## config.mk

```make
export PLATFORM = sky130hd
export DESIGN_NAME = instruction_fetch_flat
export DESIGN_NICKNAME = d
export VERILOG_FILES = /design/src/rtl/vr16_pkg.sv /design/src/rtl/instruction_fetch_if.sv /design/src/rtl/fetch_skid_buffer.sv /design/src/rtl/instruction_fetch.sv /design/src/flat_wrapper.sv
export SDC_FILE = /design/constraint.sdc
export NUM_CORES = 1
export LEC_CHECK = 0
export ABC_AREA = 0
export CORE_UTILIZATION = 35
export DETAILED_ROUTE_END_ITERATION = 8
export GPL_TIMING_DRIVEN = 1
export HOLD_SLACK_MARGIN = 0.06
export SYNTH_ARGS = -nofsm -noshare
export SYNTH_HDL_FRONTEND = slang
export SYNTH_SLANG_ARGS = --single-unit
```

## constraint.sdc

```tcl
create_clock -name clk -period 1.9 [get_ports clk]
set_input_delay 0.285 -clock clk [delete_from_list [all_inputs] [get_ports clk]]
set_output_delay 0.285 -clock clk [all_outputs]
set_load 0.005 [all_outputs]
```

## src/rtl/vr16_pkg.sv

```systemverilog
// VR16 shared definitions: datapath widths, opcodes shared with the decoder,
// and the fetch-stage state encoding.
package vr16_pkg;

   localparam int unsigned VR16_ADDR_WIDTH  = 12;
   localparam int unsigned VR16_INSTR_WIDTH = 16;

   localparam logic [3:0] OP_JUMP = 4'b1001;
   localparam logic [3:0] OP_HALT = 4'b1111;

   typedef enum logic {
      FS_RUN    = 1'b0,
      FS_HALTED = 1'b1
   } fetch_state_t;

endpackage

```

## src/rtl/instruction_fetch_if.sv

```systemverilog
// Fetch-stage bus: instruction-memory request/response, decoder-facing
// instruction output, and the redirect/halt controls coming back from decode.
interface instruction_fetch_if
   import vr16_pkg::*;
#(
   parameter int unsigned ADDR_WIDTH  = VR16_ADDR_WIDTH,
   parameter int unsigned INSTR_WIDTH = VR16_INSTR_WIDTH
);

   logic                   imem_req;
   logic [ADDR_WIDTH-1:0]  imem_addr;
   logic [INSTR_WIDTH-1:0] imem_rdata;
   logic                   decode_stall;
   logic                   redirect_valid;
   logic [ADDR_WIDTH-1:0]  redirect_address;
   logic                   halt;
   logic [INSTR_WIDTH-1:0] instruction;
   logic                   instruction_valid;
   logic [ADDR_WIDTH-1:0]  pc;
   logic                   halted;

   modport master (
      output imem_req, imem_addr, instruction, instruction_valid, pc, halted,
      input  imem_rdata, decode_stall, redirect_valid, redirect_address, halt
   );

   modport slave (
      input  imem_req, imem_addr, instruction, instruction_valid, pc, halted,
      output imem_rdata, decode_stall, redirect_valid, redirect_address, halt
   );

endinterface

```

## src/rtl/fetch_skid_buffer.sv

```systemverilog
// One-entry {instruction, pc} holding register that catches the in-flight
// response while the decoder stalls the fetch output.
module fetch_skid_buffer
   import vr16_pkg::*;
#(
   parameter int unsigned ADDR_WIDTH  = VR16_ADDR_WIDTH,
   parameter int unsigned INSTR_WIDTH = VR16_INSTR_WIDTH
) (
   input  logic                   clk,
   input  logic                   reset,
   input  logic                   load,
   input  logic                   drain,
   input  logic                   flush,
   input  logic [INSTR_WIDTH-1:0] in_instr,
   input  logic [ADDR_WIDTH-1:0]  in_pc,
   output logic [INSTR_WIDTH-1:0] held_instr,
   output logic [ADDR_WIDTH-1:0]  held_pc,
   output logic                   full
);

   // load wins over drain so a simultaneous drain+refill keeps the entry full
   always_ff @(posedge clk) begin
      if (reset) begin
         full       <= 1'b0;
         held_instr <= '0;
         held_pc    <= '0;
      end else if (flush) begin
         full <= 1'b0;
      end else if (load) begin
         full       <= 1'b1;
         held_instr <= in_instr;
         held_pc    <= in_pc;
      end else if (drain) begin
         full <= 1'b0;
      end
   end

endmodule

```

## src/rtl/instruction_fetch.sv

```systemverilog
// VR16 fetch stage: owns the PC, issues one synchronous imem read per cycle,
// presents instruction/pc to decode with stall skid, JUMP redirect and HALT.
module instruction_fetch
   import vr16_pkg::*;
#(
   parameter int unsigned          ADDR_WIDTH  = VR16_ADDR_WIDTH,
   parameter int unsigned          INSTR_WIDTH = VR16_INSTR_WIDTH,
   parameter logic [ADDR_WIDTH-1:0] RESET_PC   = '0
) (
   input logic                 clk,
   input logic                 reset,
   instruction_fetch_if.master bus
);

   fetch_state_t           state, state_next;
   logic [ADDR_WIDTH-1:0]  fetch_pc, inflight_pc;
   logic                   inflight;
   logic [INSTR_WIDTH-1:0] out_instr;
   logic [ADDR_WIDTH-1:0]  out_pc;
   logic                   out_valid;
   logic                   skid_full, skid_load, skid_drain, skid_flush;
   logic [INSTR_WIDTH-1:0] skid_instr;
   logic [ADDR_WIDTH-1:0]  skid_pc;
   logic                   run, kill, out_stalled, out_take, req;

   always_ff @(posedge clk) begin
      if (reset) state <= FS_RUN;
      else       state <= state_next;
   end

   always_comb begin
      state_next = state;
      if (state == FS_RUN && bus.halt) state_next = FS_HALTED;
   end

   always_comb begin
      run         = (state == FS_RUN);
      kill        = run && (bus.halt || bus.redirect_valid);
      out_stalled = out_valid && bus.decode_stall;
      out_take    = !out_stalled;
      // never issue a request whose response would have nowhere to land
      req         = run && !reset && !bus.halt && !bus.redirect_valid && !skid_full
                    && !(out_stalled && inflight);
      skid_flush  = kill;
      skid_drain  = out_take && skid_full;
      skid_load   = inflight && (out_stalled || skid_full);
   end

   always_ff @(posedge clk) begin
      if (reset) begin
         fetch_pc    <= RESET_PC;
         inflight    <= 1'b0;
         inflight_pc <= '0;
         out_instr   <= '0;
         out_pc      <= '0;
         out_valid   <= 1'b0;
      end else if (kill) begin
         inflight  <= 1'b0;
         out_valid <= 1'b0;
         if (!bus.halt) fetch_pc <= bus.redirect_address;
      end else if (run) begin
         inflight <= req;
         if (req) begin
            inflight_pc <= fetch_pc;
            fetch_pc    <= fetch_pc + 1'b1;
         end
         // skid content is older than the in-flight response, so it goes first
         if (out_take) begin
            if (skid_full) begin
               out_instr <= skid_instr;
               out_pc    <= skid_pc;
               out_valid <= 1'b1;
            end else if (inflight) begin
               out_instr <= bus.imem_rdata;
               out_pc    <= inflight_pc;
               out_valid <= 1'b1;
            end else begin
               out_valid <= 1'b0;
            end
         end
      end
   end

   fetch_skid_buffer #(
      .ADDR_WIDTH (ADDR_WIDTH),
      .INSTR_WIDTH(INSTR_WIDTH)
   ) u_skid (
      .clk       (clk),
      .reset     (reset),
      .load      (skid_load),
      .drain     (skid_drain),
      .flush     (skid_flush),
      .in_instr  (bus.imem_rdata),
      .in_pc     (inflight_pc),
      .held_instr(skid_instr),
      .held_pc   (skid_pc),
      .full      (skid_full)
   );

   assign bus.imem_req          = req;
   assign bus.imem_addr         = fetch_pc;
   assign bus.instruction       = out_instr;
   assign bus.instruction_valid = out_valid;
   assign bus.pc                = out_pc;
   assign bus.halted            = (state == FS_HALTED);

endmodule
```

## src/flat_wrapper.sv

```systemverilog
// flat-port wrapper written by rule: the top's interface ports become plain ports
module instruction_fetch_flat import vr16_pkg::*;
#(
   parameter int unsigned          ADDR_WIDTH  = VR16_ADDR_WIDTH,
   parameter int unsigned          INSTR_WIDTH = VR16_INSTR_WIDTH,
   parameter logic [ADDR_WIDTH-1:0] RESET_PC   = '0
)
  (clk, reset, bus_imem_req, bus_imem_addr, bus_instruction, bus_instruction_valid, bus_pc, bus_halted, bus_imem_rdata, bus_decode_stall, bus_redirect_valid, bus_redirect_address, bus_halt);
  instruction_fetch_if #(.ADDR_WIDTH(ADDR_WIDTH), .INSTR_WIDTH(INSTR_WIDTH)) bus_i ();
  input logic clk;
  input logic reset;
  output wire logic [$bits(bus_i.imem_req)-1:0] bus_imem_req;
  output wire logic [$bits(bus_i.imem_addr)-1:0] bus_imem_addr;
  output wire logic [$bits(bus_i.instruction)-1:0] bus_instruction;
  output wire logic [$bits(bus_i.instruction_valid)-1:0] bus_instruction_valid;
  output wire logic [$bits(bus_i.pc)-1:0] bus_pc;
  output wire logic [$bits(bus_i.halted)-1:0] bus_halted;
  input wire logic [$bits(bus_i.imem_rdata)-1:0] bus_imem_rdata;
  input wire logic [$bits(bus_i.decode_stall)-1:0] bus_decode_stall;
  input wire logic [$bits(bus_i.redirect_valid)-1:0] bus_redirect_valid;
  input wire logic [$bits(bus_i.redirect_address)-1:0] bus_redirect_address;
  input wire logic [$bits(bus_i.halt)-1:0] bus_halt;
  assign bus_imem_req = bus_i.imem_req;
  assign bus_imem_addr = bus_i.imem_addr;
  assign bus_instruction = bus_i.instruction;
  assign bus_instruction_valid = bus_i.instruction_valid;
  assign bus_pc = bus_i.pc;
  assign bus_halted = bus_i.halted;
  assign bus_i.imem_rdata = bus_imem_rdata;
  assign bus_i.decode_stall = bus_decode_stall;
  assign bus_i.redirect_valid = bus_redirect_valid;
  assign bus_i.redirect_address = bus_redirect_address;
  assign bus_i.halt = bus_halt;
  instruction_fetch #(.ADDR_WIDTH(ADDR_WIDTH), .INSTR_WIDTH(INSTR_WIDTH), .RESET_PC(RESET_PC)) u_core (.clk(clk), .reset(reset), .bus(bus_i));
endmodule
```

After elaboration in Yosys (flattened, before gate mapping)

Index checks and enable logic that the tools add are counted.
W data, S select, Z words.

Reduce and logical (&&, ||, !) cells: 28
Bitwise logic cells: 3
Equal/unequal tests: 2
Add/subtract/negate cells: 1
Mux-type cells: 12

Operator list:

| operator                | number |
|---|---|
| $mux W12                | 6 |
| $mux W16                | 2 |
| $add A12 B1 Y12 const B | 1 |
| $logic_and A1 B1 Y1     | 11 |
| $logic_not A1 Y1        | 6 |
| $reduce_and A3 Y1       | 2 |
| $reduce_bool A2 Y1      | 3 |
| $mux W1                 | 4 |
| $ne A2 B2 Y1 const B    | 2 |
| $reduce_and A2 Y1       | 2 |
| $reduce_and A4 Y1       | 1 |
| $not A1 Y1              | 3 |
| $logic_or A1 B1 Y1      | 2 |
| $reduce_or A2 Y1        | 1 |

Register bits: 84
Input bits: 33

Longest topological paths before layout

Word-level depth: 9
Mapped depth: 7
Gate-level depth less buffers: 5

Cells and area by module

Synthesis repeated with hierarchy kept, for this count alone.

Cell total of the unflattened synthesis: 427
Area total of the unflattened synthesis: 4031.4 um^2

By module, submodules not included:

| module            | instances | area an instance (um^2) | cells each | sequential area each (um^2) |
|---|---|---|---|---|
| instruction_fetch | 1         | 2573.7                  | 295        | 1101.1 |
| fetch_skid_buffer | 1         | 1457.6                  | 132        | 580.6 |

Least setup slack after synthesis

OpenSTA, ideal clock, no wires.

Path type: input to output
Start point: in reset
End point: out bus_imem_req
Data arrival time: 1.208 ns
Stages: 5
Buffers on the path: 2
Setup slack: 0.407 ns
Cell sequence: buf_2 -> a311oi_4 -> nand2_1 -> buf_2 -> inv_1

Word-level cells in the longest chain between the ends: 6

Ends and longest elaborated chain:

| element                           | RTL line                | source |
|---|---|---|
| from (decl)                       | flat_wrapper.sv:11      | `input logic reset;` |
| $logic_not A1 Y1                  | instruction_fetch.sv:42 | `req = run && !reset && !bus.halt && !bus.redirect_valid && !skid_full` |
| $logic_and A1 B1 Y1 (4 in series) | instruction_fetch.sv:42 |  |
| $logic_and A1 B1 Y1               | instruction_fetch.sv:43 | `&& !(out_stalled && inflight);` |
| to (decl)                         | flat_wrapper.sv:12      | `output wire logic [$bits(bus_i.imem_req)-1:0] bus_imem_req;` |

Every way passes these cells.

Worst setup path after layout

Start point: reg u_core.fetch_pc[5] (netlist: u_core.bus.imem_addr[5])
End point: out bus_imem_addr[5]

RTL lines:

| element                | RTL line                | source |
|---|---|---|
| from (decl)            | instruction_fetch.sv:16 | `logic [ADDR_WIDTH-1:0] fetch_pc, inflight_pc;` |
| from (signal assigned) | instruction_fetch.sv:60 | `if (!bus.halt) fetch_pc <= bus.redirect_address;` |
| from (signal assigned) | instruction_fetch.sv:65 | `fetch_pc <= fetch_pc + 1'b1;` |
| to (decl)              | flat_wrapper.sv:13      | `output wire logic [$bits(bus_i.imem_addr)-1:0] bus_imem_addr;` |

No word-level cell between the ends.

==> impl_metrics.toml <==
[sta]
fin_crit_ns = 1.75
final.period_utilization_pct = 92.1
finalSetupViolCount = 0
skew_ns = 0.0122
fmax_mhz = 572
hold_viol_final = 0
fin_ws_ns = 0.151
slew_violations = 0
worst-slew-pin-transition_ns = 0.841
grt_setup_unrepaired = "false"
slew_headroom_pct = 43.9

[routing]
routed_wl_um = 8410
vias = 3211
dr.pass1.iters = 5
first_iter_violations = 149
ant_nets = 0
post_drt_wl_per_cell_um = 13.2
avgViaCountPerCell = 5.03
post-route-drc-count = 0

[critical_path]
worst_setup_path_start_kind = "register"
cp_max_fo = 10
path_class = "register to output port"
max_stage_delay_ns = 0.57
critPathArrivalTime_ns = 1.46
crit_chain = "clkdlybuf4s50_1"
critPathBufInv = 1
worstSetupEndpointType = "output port"
critPathRequiredTime_ns = 1.62
critPathTopFamily = "buffers and inverters"
slowest_stage = "clkdlybuf4s50_1"
r2r_slack_ns = 0.32

[power_and_ir_drop]
seq_power_share_pct = 53.0
power.switching_mw = 0.851
p_int_mw = 2.57
power.density_nw_per_um2 = 715
comb_power_share_pct = 9.2
power_frac_clock_pct = 37.8
netSwitchingFraction_pct = 24.9
finalPower_mw = 3.42
p_leak_nw = 1.53
ir_worst_vdd_uv = 420

[clock_tree]
insertion_delay_ns = 0.35
ctsHoldBuffers = 0
clkSinkCount = 84
cts_tree = "yes"
clk_pin_slew_ns = 0.09
htree_levels = 3
clockBufferDepth = 2
cts-root-buf = "clkbuf_8"
cts_buffers = 9

[grt]
grt_pass1_wl_um = 13900
antenna_found_initial = 0
grt_pass1_vias = 2861
grt_usage_pct = 15.6
grt-ovfl-total = 0
grt_max_degree = 80

[place]
pre_cts_ws_ns = -0.162
port_buffers = 75
dp_hpwl_um = 5570
post_dp_cell_area_um2 = 4580
place_inst = 622
gp_congestion = 0.816

[cells_and_area]
final_layout_size_suffix_gt1_share_pct = 9.70
final_cell_count_no_fill = 638
layout_common_cells = "nand2_1, dfxtp_1, clkdlybuf4s50_1"
area_growth_pct = 31.4
final_common_cell = "nand2_1"
finalInstanceArea_um2 = 4780
finalNetCount = 534
n_antenna_cell = 0

[yosys]
yosysTopAreaCellShare_pct = 46.2
yosys_most_used_dff = "dfxtp_1"
synth_cell_types = 43
syn_inst = 428
synth_edf_count = 0
netlist.top_cell.by_area = "dfxtp_1"
synth.avg_cell_area_um2 = 8.50
async_flop_share_pct = 0
netlist_area_um2 = 3640
yosys_warnings = 0
synth_seq_cells = 84
synthTopCellsByArea = "dfxtp_1, nand2_1, mux2i_1, a21oi_1, a211oi_1"
synth_nets = 462
yosysSeqAreaShare_pct = 46.2

[floorplan]
dieArea_um2 = 10800
rows = 36
io_pins = 76
start_util_pct = 36.7
die_w_um = 104
die_height_um = 104
core-area_um2 = 9910

[status]
status = "completed"

[hold_path]
worstHoldPathType = "primary input to register"

[job]
cap_violations = 0
## state kept, by name (all words and copies together) (netlist names)
signal                        count
u_core.u_skid.held_pc            12
u_core.u_skid.held_instr         16
u_core.u_skid.full                1
u_core.inflight                   1
u_core.inflight_pc               12
u_core.bus.halted                 1
u_core.bus.instruction           16
u_core.bus.pc                    12
u_core.bus.imem_addr             12
u_core.bus.instruction_valid      1
## final cells by class
cell class | count | area [um2]
clock buffer | 10 | 128
clock inverter | 6 | 71.3
fill | 982 | 5130
inverter | 3 | 11.3
multi-input combinational | 306 | 1770
sequential | 84 | 1680
tap | 133 | 166
timing repair buffer | 96 | 951
## timing repair
item | CTS | global route
gates resized for setup | 4 | 1
gates cloned | 0 | 0
setup buffers | 0 | 0
pin swaps | 2 | 0
setup endpoints to repair | 1 | 1
## layer usage
metal,track usage [%],vias to the layer above,part of all wire (%)
met2,22.9,78,44
met5,0,-,0
met3,4.39,4,4.6
li1,-,1659,-
met4,5.00,0,0.55
met1,21.8,1470,51
## through the flow
step | hold WS (ns) | util, % | TNS, ns
floorplan | 0.421 | - | 0
global placement | 0.441 | 46.2 | -1.18
detailed placement | 0.446 | 46.2 | -2.08
CTS | 0.355 | 48.2 | 0
global route | 0.363 | 48.2 | 0
finish | 0.379 | 48.2 | 0
## synthesized netlist by cell type (3+ instances only)
cell	number
nand3_1	16
inv_1	3
and3_1	4
dfxtp_1	84
buf_4	4
nand4_1	5
nor2_1	36
a21oi_1	52
o21ai_0	13
buf_6	3
and2_1	6
mux2i_1	28
clkbuf_1	15
a211oi_1	29
buf_2	12
nand2_1	84
## worst paths after layout
kind | cells past startpoint | end | startpoint
worst min-delay path | 4 | u_core.bus.imem_addr[11] | reset
worst min register to register | 2 | u_core.u_skid.held_pc[4] | u_core.u_skid.held_pc[4]
worst max-delay path | 1 | bus_imem_addr[5] | u_core.bus.imem_addr[5]
worst max register to register | 6 | u_core.bus.instruction[2] | u_core.bus.halted
## logic make-up (layout without fill, tap and decap cells)
logic type | Yosys count | after routing | share of synthesized area, %
AOI/OAI and AO/OA | 116 | 116 | 21.0
buffers and inverters | 38 | 115 | 5.36
DFF | 84 | 84 | 46.2
and+or+nand+nor | 161 | 161 | 19.4
adders and majority gates | 1 | 1 | 0.344
muxes | 28 | 28 | 7.70
## power groups by stage
stage,clock network (mW),registers (mW),logic (mW)
after global routing,1.41,1.81,0.346
after global placement,0,1.85,0.313
after CTS,1.33,1.81,0.316
after floorplan,0,1.84,0.148
after detailed placement,0,1.85,0.315
final,1.29,1.81,0.315
Power figures use the tool's default switching activity.
